===== src/rtl/state_seq_pkg.sv =====
// rtl/state_seq_pkg.sv - shared state/command codes for the state sequencer
package state_seq_pkg;

  localparam logic [2:0] ST_IDLE  = 3'b000;
  localparam logic [2:0] ST_ARM   = 3'b001;
  localparam logic [2:0] ST_RUN_A = 3'b010;
  localparam logic [2:0] ST_RUN_B = 3'b011;
  localparam logic [2:0] ST_FLUSH = 3'b100;
  localparam logic [2:0] ST_HALT  = 3'b101;

  localparam logic [1:0] CMD_NOP   = 2'b00;
  localparam logic [1:0] CMD_START = 2'b01;
  localparam logic [1:0] CMD_STOP  = 2'b10;
  localparam logic [1:0] CMD_ABORT = 2'b11;

  function automatic logic [7:0] sat_inc8(input logic [7:0] v);
    return (v == 8'hFF) ? v : v + 8'd1;
  endfunction

endpackage


===== src/rtl/seq_dwell_cnt.sv =====
// rtl/seq_dwell_cnt.sv - loadable down-counter that stops at zero
module seq_dwell_cnt #(
  parameter int W = 8
) (
  input  logic         clk,
  input  logic         rst,
  input  logic         load_i,
  input  logic [W-1:0] load_val_i,
  input  logic         dec_i,
  output logic         zero_o
);

  logic [W-1:0] cnt_q;

  always_ff @(posedge clk) begin
    if (rst) begin
      cnt_q <= '0;
    end else if (load_i) begin
      cnt_q <= load_val_i;
    end else if (dec_i && (cnt_q != '0)) begin
      cnt_q <= cnt_q - W'(1);
    end
  end

  assign zero_o = (cnt_q == '0);

endmodule


===== src/rtl/state_sequencer.sv =====
// rtl/state_sequencer.sv - command-driven FSM producing the 3-bit state code
module state_sequencer
  import state_seq_pkg::*;
#(
  parameter int DWELL_W      = 8,
  parameter int ARM_CYCLES   = 4,
  parameter int FLUSH_CYCLES = 3
) (
  input  logic               clk,
  input  logic               rst,
  input  logic               cmd_valid,
  input  logic [1:0]         cmd,
  input  logic [DWELL_W-1:0] run_len,
  output logic               cmd_ready,
  output logic [2:0]         state,
  output logic               busy,
  output logic               done,
  output logic [7:0]         err_cnt
);

  localparam logic [DWELL_W-1:0] ARM_LD   = DWELL_W'(ARM_CYCLES - 1);
  localparam logic [DWELL_W-1:0] FLUSH_LD = DWELL_W'(FLUSH_CYCLES - 1);

  logic [2:0]         state_q, state_d;
  logic               done_q, done_d;
  logic [7:0]         err_q, err_d;
  logic [DWELL_W-1:0] len_q, len_d;
  logic               dwell_load, dwell_dec, dwell_zero;
  logic [DWELL_W-1:0] dwell_val;
  logic               accept, is_start, is_stop, is_abort;

  assign cmd_ready = (state_q != ST_FLUSH);
  assign accept    = cmd_valid & cmd_ready;
  assign is_start  = accept && (cmd == CMD_START);
  assign is_stop   = accept && (cmd == CMD_STOP);
  assign is_abort  = accept && (cmd == CMD_ABORT);

  seq_dwell_cnt #(.W(DWELL_W)) u_dwell (
    .clk        (clk),
    .rst        (rst),
    .load_i     (dwell_load),
    .load_val_i (dwell_val),
    .dec_i      (dwell_dec),
    .zero_o     (dwell_zero)
  );

  always_comb begin
    state_d    = state_q;
    done_d     = 1'b0;
    err_d      = err_q;
    len_d      = len_q;
    dwell_load = 1'b0;
    dwell_val  = '0;
    dwell_dec  = 1'b0;
    case (state_q)
      ST_IDLE, ST_HALT: begin
        if (is_start) begin
          len_d = run_len;
          if (run_len == '0) begin
            state_d = ST_IDLE;
            done_d  = 1'b1;
          end else begin
            state_d    = ST_ARM;
            dwell_load = 1'b1;
            dwell_val  = ARM_LD;
          end
        end else if (is_stop) begin
          state_d = ST_IDLE;
        end else if (is_abort) begin
          state_d    = ST_FLUSH;
          dwell_load = 1'b1;
          dwell_val  = FLUSH_LD;
        end
      end
      ST_ARM: begin
        if (is_stop) begin
          state_d = ST_IDLE;
        end else if (is_abort) begin
          state_d    = ST_FLUSH;
          dwell_load = 1'b1;
          dwell_val  = FLUSH_LD;
        end else begin
          if (is_start) err_d = sat_inc8(err_q);
          if (dwell_zero) begin
            state_d    = ST_RUN_A;
            dwell_load = 1'b1;
            dwell_val  = len_q - DWELL_W'(1);
          end else begin
            dwell_dec = 1'b1;
          end
        end
      end
      ST_RUN_A, ST_RUN_B: begin
        // STOP/ABORT take priority over expiry; a rejected START only counts an error
        if (is_stop) begin
          state_d = ST_HALT;
        end else if (is_abort) begin
          state_d    = ST_FLUSH;
          dwell_load = 1'b1;
          dwell_val  = FLUSH_LD;
        end else begin
          if (is_start) err_d = sat_inc8(err_q);
          if (dwell_zero) begin
            state_d = ST_IDLE;
            done_d  = 1'b1;
          end else begin
            dwell_dec = 1'b1;
            state_d   = (state_q == ST_RUN_A) ? ST_RUN_B : ST_RUN_A;
          end
        end
      end
      ST_FLUSH: begin
        if (dwell_zero) state_d = ST_HALT;
        else dwell_dec = 1'b1;
      end
      default: begin
        state_d = ST_IDLE;
        err_d   = sat_inc8(err_q);
      end
    endcase
  end

  always_ff @(posedge clk) begin
    if (rst) begin
      state_q <= ST_IDLE;
      done_q  <= 1'b0;
      err_q   <= 8'd0;
      len_q   <= '0;
    end else begin
      state_q <= state_d;
      done_q  <= done_d;
      err_q   <= err_d;
      len_q   <= len_d;
    end
  end

  assign state   = state_q;
  assign done    = done_q;
  assign err_cnt = err_q;
  assign busy    = (state_q == ST_ARM) || (state_q == ST_RUN_A) ||
                   (state_q == ST_RUN_B) || (state_q == ST_FLUSH);

endmodule


===== config.mk =====
export PLATFORM = sky130hd
export DESIGN_NAME = state_sequencer
export DESIGN_NICKNAME = d
export VERILOG_FILES = /design/src/rtl/state_seq_pkg.sv /design/src/rtl/seq_dwell_cnt.sv /design/src/rtl/state_sequencer.sv
export SDC_FILE = /design/constraint.sdc
export NUM_CORES = 1
export LEC_CHECK = 0
export ABC_AREA = 1
export CAP_MARGIN = 20
export CORE_MARGIN = 2
export CORE_UTILIZATION = 63
export CTS_CLUSTER_DIAMETER = 40
export DETAILED_ROUTE_END_ITERATION = 10
export DONT_BUFFER_PORTS = 1
export PLACE_DENSITY = 0.78
export SYNTH_ARGS = -nofsm -noshare
export SYNTH_HDL_FRONTEND = slang
export SYNTH_SLANG_ARGS = --single-unit

===== constraint.sdc =====
create_clock -name clk -period 1.65 [get_ports clk]
set_input_delay 0.495 -clock clk [delete_from_list [all_inputs] [get_ports clk]]
set_output_delay 0.495 -clock clk [all_outputs]
set_load 0.05 [all_outputs]

-- After elaboration in Yosys (flattened, before gate mapping)
Cells that the tools add are included.
Widths: inputs -> output; s select.
- add/subtract/negate cells: 3
- multiply operators: 0
- div/mod/pow operators: 0
- order comparisons: 0
- equal/unequal tests: 16
- shift-type cells: 0
- mux-type cells: 45
- bitwise gates (word level): 2
- reduce and logical (&&, ||, !) cells: 19
- operators with widths (cell ; number):
    $mux 8 ; 11
    $mux 3 ; 9
    $pmux 8 s3 ; 1
    $logic_not 8->1 ; 2
    $mux 1 ; 16
    $pmux 8 s2 ; 1
    $sub 8x1->8 const B ; 2
    $pmux 3 s4 ; 1
    $add 8x1->8 const B ; 1
    $eq 8x8->1 const B ; 1
    $ne 4x4->1 const B ; 2
    $reduce_bool 8->1 ; 1
    $eq 3x2->1 const B ; 2
    $eq 3x3->1 const B ; 2
    $mux 2 ; 3
    $ne 2x2->1 const B ; 3
    $reduce_or 3->1 ; 2
    $eq 2x2->1 const B ; 2
    $logic_and 1x1->1 ; 4
    $pmux 1 s2 ; 2
    $reduce_and 4->1 ; 1
    $reduce_or 2->1 ; 2
    $eq 3x1->1 const B ; 1
    $logic_not 3->1 ; 1
    other kinds (10) ; 12
- register bits after elaboration: 28
- latch bits: 0
- bits in writable memories: 0
- ROM bits: 0
- input port bits: 13
- word-level logic and storage cells: 90
- memories kept: 0

-- Longest topological paths before layout
- word-level depth: 9
- gate-level depth with buffers: 12
- gate-level depth less buffers: 11

-- Hierarchy
From an unflattened synthesis, not the netlist that was laid out.
- cells, all modules: 292
- area total of the unflattened synthesis: 1871.8 sq um
- modules (own cells, without submodules) (module ; instances ; cells an instance ; area each (sq um) ; sequential area each (sq um)):
    state_sequencer ; 1 ; 188 ; 1271.2 ; 400.4
    seq_dwell_cnt ; 1 ; 104 ; 600.6 ; 160.2

-- Worst setup path before layout
Ideal clock, no wire load.
- kind: reg2reg
- from: register state_q[2], in the netlist state[2]
- to: register u_dwell.cnt_q[3]
- data arrival time: 1.952 ns
- required time: 1.539 ns
- setup slack: -0.413 ns
- stages on the path, launching flop included: 9
- clock period less this slack: 2.063 ns
- cells stage by stage: dfxtp_1 nand2_2 buf_6 nand2_2 nand3_2 nand4_4 inv_2 nor2_1 nor2_1
- word-level cells in the longest chain between the ends: 8
- RTL lines (element ; RTL line ; source):
    start, declared ; state_sequencer.sv:24 ; logic [2:0] state_q, state_d;
    start signal, assigned ; state_sequencer.sv:130 ; state_q <= state_d;
    $ne 3x3->1 * ; state_sequencer.sv:32 ; assign cmd_ready = (state_q != ST_FLUSH);
    named net cmd_ready ; state_sequencer.sv:14 ; output logic cmd_ready,
    $and 1x1->1 * ; state_sequencer.sv:33 ; assign accept = cmd_valid & cmd_ready;
    $logic_and 1x1->1 ; state_sequencer.sv:36 ; assign is_abort = accept && (cmd == CMD_ABORT);
    $mux 1, on equally long branches ; state_sequencer.sv:69, state_sequencer.sv:97 ;
    $mux 1, on equally long branches ; state_sequencer.sv:95, state_sequencer.sv:76 ;
    $mux 1 / $pmux 1 s2 (equally long branches) ; state_sequencer.sv:57, state_sequencer.sv:55 ;
    $pmux 1 s3 / $logic_and 1x1->1 (equally long branches) ; state_sequencer.sv:55, seq_dwell_cnt.sv:20 ;
    $mux 8 / $reduce_bool 2->1 (equally long branches) ; - ;
    end signal, assigned ; seq_dwell_cnt.sv:19 ; cnt_q <= load_val_i;
    end signal, assigned ; seq_dwell_cnt.sv:21 ; cnt_q <= cnt_q - W'(1);
    end, declared ; seq_dwell_cnt.sv:13 ; logic [W-1:0] cnt_q;
The timed path passes the listed nets; every way through them passes the cells marked *.
A chain may end at the register's enable or synchronous reset.

-- Final worst setup path
- from: register state_q[1], in the netlist state[1]
- to: output busy
- word-level cells in the longest chain between the ends: 4
- RTL lines (element ; RTL line ; source):
    $eq 3x1->1 / $eq 3x2->1 (equally long branches) ; state_sequencer.sv:140 ; assign busy = (state_q == ST_ARM) || (state_q == ST_RUN_A) ||
    $logic_or 1x1->1 (2 in a row) ; state_sequencer.sv:140 ;
    $logic_or 1x1->1 * ; state_sequencer.sv:141 ; (state_q == ST_RUN_B) || (state_q == ST_FLUSH);
    end, declared ; state_sequencer.sv:16 ; output logic busy,
Mark *: on every way between the ends. The rest lies on a longest branch, timed or not.

==> flow_summary.ini <==
[outcome]
outcome = finished, violations left
violations = setup timing

[worst_setup_path]
startpoint_type = flip-flop
worstPathRequired_ns = 1.15
path_class = reg2out
worstPathArrival_ns = 1.22
crit_fanout = 4
worstSetupEndpointType = primary output

[logic_synthesis]
syn_nets = 311
synth_cells = 294
ys_seq_elements = 28
yosys.area.top_type_share_pct = 27.9
yosysUniqueCellTypes = 32
postSynth.asyncResetShare_pct = 0
seq_area_frac_synth_pct = 27.9
synth_ff_type = dfxtp_1
netlist_area_um2 = 2010
synthTopCellsByCount = nand2_1, nor2_1, inv_1
syn_area_per_cell_um2 = 6.84
yosys_warnings = 0
yosysMostFrequentCell = nand2_1
synth_top_area_cell = dfxtp_1
synthTopCellsByArea = dfxtp_1, nand2_1, nor2_1
synth_edf_count = 0

[detailed_routing]
drc = 0
vias_per_cell = 5.40
vias = 2035
ant_nets = 0
drtIter0Drc = 111
first_pass_iters = 5
wl_per_cell_um = 12.7
wirelength_um = 4800

[final_layout]
nets = 351
drive_gt1_share_pct = 27.3
n_antenna_cell = 0
final_core_util_pct = 80.8
final_area_um2 = 2470
seqCellArea_um2 = 576
fill_cells = 237
fin_cells = 377
syn_to_final_growth_pct = 22.7
multi_input_area_um2 = 1340

[placement]
dp.cells = 357
globalplace.congestion = 0.872
placed_area_um2 = 2230
io_buffer_count = 0
dpl.hpwl_um = 3410

[power]
pwr-share-seq_pct = 21.5
p_int_mw = 2.29
p_switching_mw = 2.30
pwr-share-clk_pct = 6.6
p_leak_nw = 1.14
cellPowerDensity_nw_per_um2 = 1860
power_frac_comb_pct = 71.9
max-vdd-ir-drop_uv = 1520
switching_share_pct = 50.1

[clock_tree]
cts_tree = done
cts_max_level = 1
clockBufferDepth = 2
cts_root_buffer = clkbuf_4
clock_sinks = 28
holdBufCountCts = 0
clkLatencyLatePin_ns = 0.34
cts_made_buffers = 3
clk_pin_slew_worst_paths_ns = 0.16

[timing]
fmax_ghz = 0.583
slew_viol_final = 0
layout_setup_ws_ns = -0.0657
rsz0062_at_grt = yes
finClkSkew_ns = 0.0146
hold_viol_final = 0
hold_ws_ns = 0.185
worst_slew_pin_slew_ns = 0.473
finalSetupTns_ns = -0.0657
max_slew_margin_pct = 68.4
finalCriticalPeriod_ns = 1.72
setup_viol = 1
fin_crit_sh_pct = 104

[global_routing]
grt_overflow = 0
grt_usage_pct = 27.4
grt_use_met2_pct = 45.2
grt_use_met3_pct = 3.62
antenna_found_initial = 0
grt_pass1_wl_um = 7660
top_usage_layer = met2
grt_pass1_vias = 1805
grt.met1_usage_pct = 38.2
grt_max_degree = 16

[worst_hold_path]
hold_class = in2reg

[floorplan]
initial_core_util_pct = 65.9
die_h_um = 60.5
core_um2 = 3050
dieArea_um2 = 3660
die_w_um = 60.5
io-pin-count = 27
rows = 20

[run]
drv_cap = 0
[routing by layer]
layer  share of wire, %  wire [um]  vias to the layer above
met2                 46       2210                       61
met5                  0          0                        -
met4                1.1         51                        0
met3                5.1        247                        5
li1                   -          -                     1039
met1                 48       2290                      930
[flip-flops by register name (all words and copies together), names as in the netlist]
register	flops
err_cnt	8
len_q	8
u_dwell.cnt_q	8
state	3
done	1
[layout make-up]
cell class / count / share of cell area, %
flip-flops and latches: 28 / 23.3
inverters: 36 / 5.48
clock buffers: 4 / 1.06
repair buffers: 41 / 13.4
well taps: 44 / 2.23
multi-input cells: 224 / 54.5
[timing repair]
| action | 4_1_cts | 5_1_grt |
|---|---|---|
| setup endpoints to repair | 2 | 25 |
| gates resized for setup | 7 | 17 |
| setup buffers | 7 | 9 |
| pin swaps | 3 | 13 |
[worst max-delay path, stage by stage (launching register included)]
cell     delay (ns)
dfxtp_4        0.40
o21ai_2        0.13
buf_4          0.13
nand2_4        0.06
buf_8          0.15
[worst paths after layout]
kind,from,end,slack [ns],cells after the start
worst min register to register,len_q[7],len_q[7],0.49,2
worst max-delay path,state[1],busy,-0.07,4
worst max register to register,state[2],state[2],0.02,10
worst min-delay path,rst,state[0],0.19,1
[cells by family (layout without fill, tap and decap cells)]
kind of cell / after synthesis / count (layout) / share of synthesized area, %
compound gates: 37 / 37 / 10.7
simple gates: 170 / 170 / 43.7
xor+xnor: 13 / 13 / 5.66
flops: 28 / 28 / 27.9
fa+ha+maj: 4 / 4 / 2.49
buf+inv: 42 / 81 / 9.52
[through the flow]
| step | worst slack, ns | power (mW) |
|---|---|---|
| 4_1_cts | -0.0603 | 4.35 |
| 3_3_place_gp | 0.0256 | 3.81 |
| 6_report | -0.0657 | 4.60 |
| 3_5_place_dp | -0.00854 | 3.86 |
| 5_1_grt | -0.0927 | 4.99 |
| 2_1_floorplan | 0.0106 | 3.14 |
[layout by cell type, fill, tap and decap left out, types with 3 or more instances in the layout]
master    synthesis  layout
nor2_4            2       6
nor3_1            4       4
dfxtp_4           0       3
nand4_1          19      19
buf_4             0      38
nand2_4           3       6
dfxtp_2           0       3
inv_1            33      32
nand2_1          59      55
nor2_1           48      47
clkbuf_4          0       3
a21oi_1          15      15
nor2_2            6       3
nand3b_1          3       3
dfxtp_1          28      22
nand2_2           8       8
inv_2             3       4
o21ai_2           2       3
nand3_1          11      10
nand3_4           2       3
o21ai_0          15      13
xor2_1            9       9
ha_1              4       4
xnor2_1           4       4
[power by group through the flow]
stage	Clock [mW]	Sequential, mW	Combinational [mW]
floorplan	0	1.16	1.98
global placement	0	1.01	2.81
detailed placement	0	1.01	2.85
CTS	0.309	0.981	3.06
global route	0.334	1.00	3.65
finish	0.303	0.987	3.30
Power figures use the tool's default switching activity.
